===== config.mk =====
export PLATFORM = sky130hd
export DESIGN_NAME = delay_sequencer_flat
export DESIGN_NICKNAME = d
export VERILOG_FILES = /design/src/rtl/delay_sequencer_if.sv /design/src/rtl/delay_sequencer.sv /design/src/flat_wrapper.sv
export SDC_FILE = /design/constraint.sdc
export NUM_CORES = 1
export LEC_CHECK = 0
export CAP_MARGIN = 20
export CORE_AREA = 2 2 70 72
export DETAILED_ROUTE_END_ITERATION = 12
export DIE_AREA = 0 0 72 74
export PLACE_DENSITY = 0.79
export SETUP_SLACK_MARGIN = 0.5
export SYNTH_ARGS = -nofsm -noshare
export SYNTH_HDL_FRONTEND = slang
export SYNTH_SLANG_ARGS = --single-unit

===== constraint.sdc =====
create_clock -name clk -period 3 [get_ports clk]
set_input_delay 0.3 -clock clk [delete_from_list [all_inputs] [get_ports clk]]
set_output_delay 0.3 -clock clk [all_outputs]
set_load 0.03 [all_outputs]

===== src/rtl/delay_sequencer_if.sv =====
// Control/status bundle between a delay sequencer and the block that commands it.
// The master issues delay requests; the slave (the sequencer) reports progress.
interface delay_sequencer_if #(
  parameter int CNT_W = 16
);
  logic             start;
  logic             abort;
  logic             repeat_en;
  logic [CNT_W-1:0] delay_ms;
  logic             busy;
  logic             done;
  logic             aborted;
  logic [CNT_W-1:0] elapsed;

  modport master (
    output start, abort, repeat_en, delay_ms,
    input  busy, done, aborted, elapsed
  );

  modport slave (
    input  start, abort, repeat_en, delay_ms,
    output busy, done, aborted, elapsed
  );
endinterface


===== src/rtl/delay_sequencer.sv =====
// Counts 1 ms ticks from an external millisecond timer up to a requested delay,
// in one-shot or periodic mode, with abort and registered status outputs.
module delay_sequencer #(
  parameter int CNT_W = 16
) (
  input  logic              clk,
  input  logic              reset,
  delay_sequencer_if.slave  ctrl,
  input  logic              timer_tick,
  output logic              timer_en
);

  typedef enum logic {IDLE, RUN} state_t;

  state_t           state, state_next;
  logic [CNT_W-1:0] target, target_next;
  logic [CNT_W-1:0] elapsed_q, elapsed_next;
  logic [CNT_W-1:0] elapsed_inc;
  logic             rpt, rpt_next;
  logic             tick_prev, tick_prev_next;
  logic             busy_q, busy_next;
  logic             timer_en_q, timer_en_next;
  logic             done_q, done_next;
  logic             aborted_q, aborted_next;
  logic             tick_edge;
  logic             terminal;

  assign tick_edge   = timer_tick & ~tick_prev;
  assign elapsed_inc = elapsed_q + 1'b1;
  assign terminal    = tick_edge && (elapsed_inc == target);

  // All state and registered outputs, cleared asynchronously.
  always_ff @(posedge clk or negedge reset) begin
    if (!reset) begin
      state      <= IDLE;
      target     <= '0;
      elapsed_q  <= '0;
      rpt        <= 1'b0;
      tick_prev  <= 1'b0;
      busy_q     <= 1'b0;
      timer_en_q <= 1'b0;
      done_q     <= 1'b0;
      aborted_q  <= 1'b0;
    end else begin
      state      <= state_next;
      target     <= target_next;
      elapsed_q  <= elapsed_next;
      rpt        <= rpt_next;
      tick_prev  <= tick_prev_next;
      busy_q     <= busy_next;
      timer_en_q <= timer_en_next;
      done_q     <= done_next;
      aborted_q  <= aborted_next;
    end
  end

  // Abort outranks a terminal tick arriving in the same cycle.
  always_comb begin
    state_next = state;
    case (state)
      IDLE: begin
        if (ctrl.start && (ctrl.delay_ms != '0)) begin
          state_next = RUN;
        end
      end
      RUN: begin
        if (ctrl.abort) begin
          state_next = IDLE;
        end else if (terminal && !rpt) begin
          state_next = IDLE;
        end
      end
      default: state_next = IDLE;
    endcase
  end

  // Next values of the datapath and of the registered outputs.
  always_comb begin
    target_next    = target;
    elapsed_next   = elapsed_q;
    rpt_next       = rpt;
    tick_prev_next = 1'b0;
    busy_next      = 1'b0;
    timer_en_next  = 1'b0;
    done_next      = 1'b0;
    aborted_next   = 1'b0;
    case (state)
      IDLE: begin
        if (ctrl.start) begin
          elapsed_next = '0;
          if (ctrl.delay_ms == '0) begin
            done_next = 1'b1;
          end else begin
            target_next   = ctrl.delay_ms;
            rpt_next      = ctrl.repeat_en;
            busy_next     = 1'b1;
            timer_en_next = 1'b1;
          end
        end
      end
      RUN: begin
        tick_prev_next = timer_tick;
        if (ctrl.abort) begin
          aborted_next = 1'b1;
        end else if (terminal) begin
          done_next = 1'b1;
          if (rpt) begin
            elapsed_next  = '0;
            busy_next     = 1'b1;
            timer_en_next = 1'b1;
          end else begin
            elapsed_next = target;
          end
        end else begin
          if (tick_edge) begin
            elapsed_next = elapsed_inc;
          end
          busy_next     = 1'b1;
          timer_en_next = 1'b1;
        end
      end
      default: ;
    endcase
  end

  assign ctrl.busy    = busy_q;
  assign ctrl.done    = done_q;
  assign ctrl.aborted = aborted_q;
  assign ctrl.elapsed = elapsed_q;
  assign timer_en     = timer_en_q;

endmodule


===== src/flat_wrapper.sv =====
// flat-port wrapper written by rule: the top's interface ports become plain ports
module delay_sequencer_flat 
#(
  parameter int CNT_W = 16
)
  (clk, reset, timer_tick, timer_en, ctrl_start, ctrl_abort, ctrl_repeat_en, ctrl_delay_ms, ctrl_busy, ctrl_done, ctrl_aborted, ctrl_elapsed);
  delay_sequencer_if #(.CNT_W(CNT_W)) ctrl_i ();
  input  logic clk;
  input  logic reset;
  input  logic timer_tick;
  output logic timer_en;
  input wire logic [$bits(ctrl_i.start)-1:0] ctrl_start;
  input wire logic [$bits(ctrl_i.abort)-1:0] ctrl_abort;
  input wire logic [$bits(ctrl_i.repeat_en)-1:0] ctrl_repeat_en;
  input wire logic [$bits(ctrl_i.delay_ms)-1:0] ctrl_delay_ms;
  output wire logic [$bits(ctrl_i.busy)-1:0] ctrl_busy;
  output wire logic [$bits(ctrl_i.done)-1:0] ctrl_done;
  output wire logic [$bits(ctrl_i.aborted)-1:0] ctrl_aborted;
  output wire logic [$bits(ctrl_i.elapsed)-1:0] ctrl_elapsed;
  assign ctrl_i.start = ctrl_start;
  assign ctrl_i.abort = ctrl_abort;
  assign ctrl_i.repeat_en = ctrl_repeat_en;
  assign ctrl_i.delay_ms = ctrl_delay_ms;
  assign ctrl_busy = ctrl_i.busy;
  assign ctrl_done = ctrl_i.done;
  assign ctrl_aborted = ctrl_i.aborted;
  assign ctrl_elapsed = ctrl_i.elapsed;
  delay_sequencer #(.CNT_W(CNT_W)) u_core (.clk(clk), .reset(reset), .ctrl(ctrl_i), .timer_tick(timer_tick), .timer_en(timer_en));
endmodule

==> flow_metrics.tcl <==
set metrics [dict create \
    synth_cell_types 54 \
    place.gp.congestion 0.930 \
    diodes 0 \
    die_y_um 74 \
    coreArea_um2 4600 \
    fillers 363 \
    wl_per_cell_um 17.8 \
    final_nets 316 \
    grt-ovfl-total 0 \
    synth-compound-area-share 0.112 \
    synth_xor_area_frac 0.0922 \
    critPathMaxFanout 7 \
    dr.pass1.iters 5 \
    die_x_um 72 \
    regArea_um2 938 \
    met1_length_um 2630 \
    wl_met2_um 3080 \
    grt_first_pass_wirelength_um 9450 \
    top_layer_used "met4" \
    endpoint_kind "flop" \
    synth_area_per_cell_um2 9.61 \
    grt_max_degree 38 \
    ios 42 \
    synth_edf_count 0 \
    post_synth_fa_ha_maj_area_fraction 0.00527 \
    tns_ns 0 \
    synth_top_area_share 0.390 \
    cts_buffers 5 \
    root_buffer "clkbuf_8" \
    dr.first_iter.drc_count 207 \
    min-delay-path-class "input pin to async pin" \
    antenna_found_initial 0 \
    yosys.area.top_type "dfrtp_1" \
    p_total_uw 1420 \
    relSlewSlack 0.379 \
    synthCells 247 \
    vias 2126 \
    dpl.hpwl_um 4230 \
    layout-drive-gt1-share 0.248 \
    cts_tree "built" \
    status "finished, final reports clean" \
    finalMaxSlewViolations 0 \
    rsz0062_at_grt "yes" \
    area_growth_pct 30.0 \
    postLayoutCellArea_um2 3090 \
    drcViolationCount 0 \
    cts.htree.levels 2 \
    synth.area.mux_share 0.0933 \
    row_count 25 \
    synth_ff_type "dfrtp_1" \
    synth_top_family_by_area "simple AND/OR/NAND/NOR gates" \
    fmax_mhz 395 \
    die_area_um2 5330 \
    grt_pass1_vias 1956 \
    leakage_uw 0.00121 \
    vdd_drop_max_mv 0.336 \
    hold_buffers 0 \
    layout_commonest_cell "clkdlybuf4s50_1" \
    power_density_nw_per_um2 460 \
    synth.ff_latch_count 37 \
    wirelength_um 6200 \
    ys_warn_count 0 \
    clk_pin_slew_ns 0.08 \
    drt-vias-per-instance 6.11 \
    dr_wl_met3_um 396 \
    setup_viol 0 \
    yosysSeqAreaShare 0.390 \
    start_util 0.516 \
    crit_required_ns 3.22 \
    io_buffer_count 41 \
    final_cell_mix "clkdlybuf4s50_1, dfrtp_1, nand2_1" \
    path_class "flop to flop" \
    worst_slew_pin_slew_ns 0.931 \
    synth_area_um2 2370 \
    cts_max_path_buffers 2 \
    cp-start-kind "flop" \
    synthArstFlopShare 1.00 \
    synth.area.top_cells "dfrtp_1, mux2_2, xnor2_1" \
    multi_input_area_um2 1400 \
    min_period_ns 2.53 \
    worstSkewPairLatency_ns 0.29 \
    drv_cap 0 \
    period_share 0.844 \
    arrival_ns 2.75 \
    hold_violations 0 \
    syn_nets 270 \
    track_usage 0.233 \
    yosys.area_share.simple 0.256 \
    drtAntennaViolNets 0 \
    clock_skew_ns 0.00877 \
    clock-sinks 37 \
    placement.cell_area_um2 2780 \
]
==> kinds of logic (layout without fill, tap and decap cells) <==
family / count (synthesis) / after routing
compound gates: 39 / 39
xor+xnor: 25 / 25
fa+ha+maj: 1 / 1
buf+inv: 21 / 67
flops: 37 / 37
mux: 20 / 20
simple gates: 104 / 105
==> worst paths after layout <==
check | startpoint | endpoint | slack [ns] | cells past startpoint
worst max-delay path | u_core.ctrl.elapsed[1] | u_core.ctrl.elapsed[7] | 0.47 | 11
worst min-delay path | reset | u_core.target[10] | 0.13 | 1
worst max register to register | u_core.ctrl.elapsed[1] | u_core.ctrl.elapsed[7] | 0.47 | 11
worst min register to register | u_core.target[14] | u_core.ctrl.elapsed[14] | 0.53 | 2
max in group asynchronous | reset | u_core.ctrl.elapsed[7] | 2.22 | 1
min in group clk | u_core.target[14] | u_core.ctrl.elapsed[14] | 0.53 | 2
==> flip-flops by register name, summed over array words and instances (netlist names) <==
| register | cells |
|---|---|
| u_core.tick_prev | 1 |
| u_core.target | 16 |
| u_core.ctrl.aborted | 1 |
| u_core.ctrl.busy | 1 |
| u_core.ctrl.elapsed | 16 |
| u_core.rpt | 1 |
| u_core.ctrl.done | 1 |
==> what timing repair did <==
action / 4_1_cts / 5_1_grt
pin swaps: 3 / 6
cloned: 1 / 1
endpoints found under the hold margin: 0 / 0
setup endpoints to repair: 16 / 16
buffers inserted: 5 / 6
gates resized for setup: 8 / 15
==> cell usage after synthesis (all sizes together) (2+ instances only) <==
master	number
o2111ai	2
nand3b	4
inv	2
and3	2
dfrtp	37
nand2	26
nor3b	2
xor2	8
nand3	10
a21oi	4
and2	6
nand4	8
buf	13
a32oi	6
mux2i	3
o21ai	12
and4	5
clkbuf	6
nor3	5
xnor2	17
nand2b	4
nor2	16
a22oi	7
nor4	8
mux2	17
==> final cells by class <==
cell class                 instances  share of cell area
clock buffer                       6              0.0235
sequential                        37               0.304
tap                               54              0.0219
multi-input combinational        190               0.454
timing repair buffer              57               0.181
inverter                           2             0.00243
clock inverter                     2              0.0126
==> per-layer routing <==
layer	up-vias	global-route usage
met5	-	0
met4	0	0.0860
met3	11	0.0542
met2	82	0.370
met1	1036	0.315
li1	997	-
==> metrics by stage <==
stage / worst slack (ns) / util / cells / hold slack, ns
floorplan: 0.502 / - / 247 / 0.00441
global placement: 0.186 / 0.605 / 327 / 0.476
detailed placement: 0.132 / 0.605 / 327 / 0.479
CTS: 0.506 / 0.646 / 341 / 0.161
global route: 0.383 / 0.671 / 348 / 0.208
finish: 0.469 / 0.671 / 348 / 0.134
==> report_power, final <==
group	total [uW]	switching [uW]	leakage, uW	internal [uW]
registers	643	82.7	0.000457	560
logic	344	165	0.000695	179
clock network	434	184	0.0000554	249
==> worst max-delay path, cell delays in order, from the launching register on <==
cell	delay [ns]
dfrtp_2	0.45
ha_4	0.19
and4_4	0.23
a32oi_2	0.18
o2111ai_2	0.20
nor4_4	0.35
nand4_4	0.19
nor3_4	0.21
buf_4	0.18
buf_12	0.12
a22oi_1	0.06
nand2_1	0.09
Note: power is estimated with default switching activity, not from simulation.
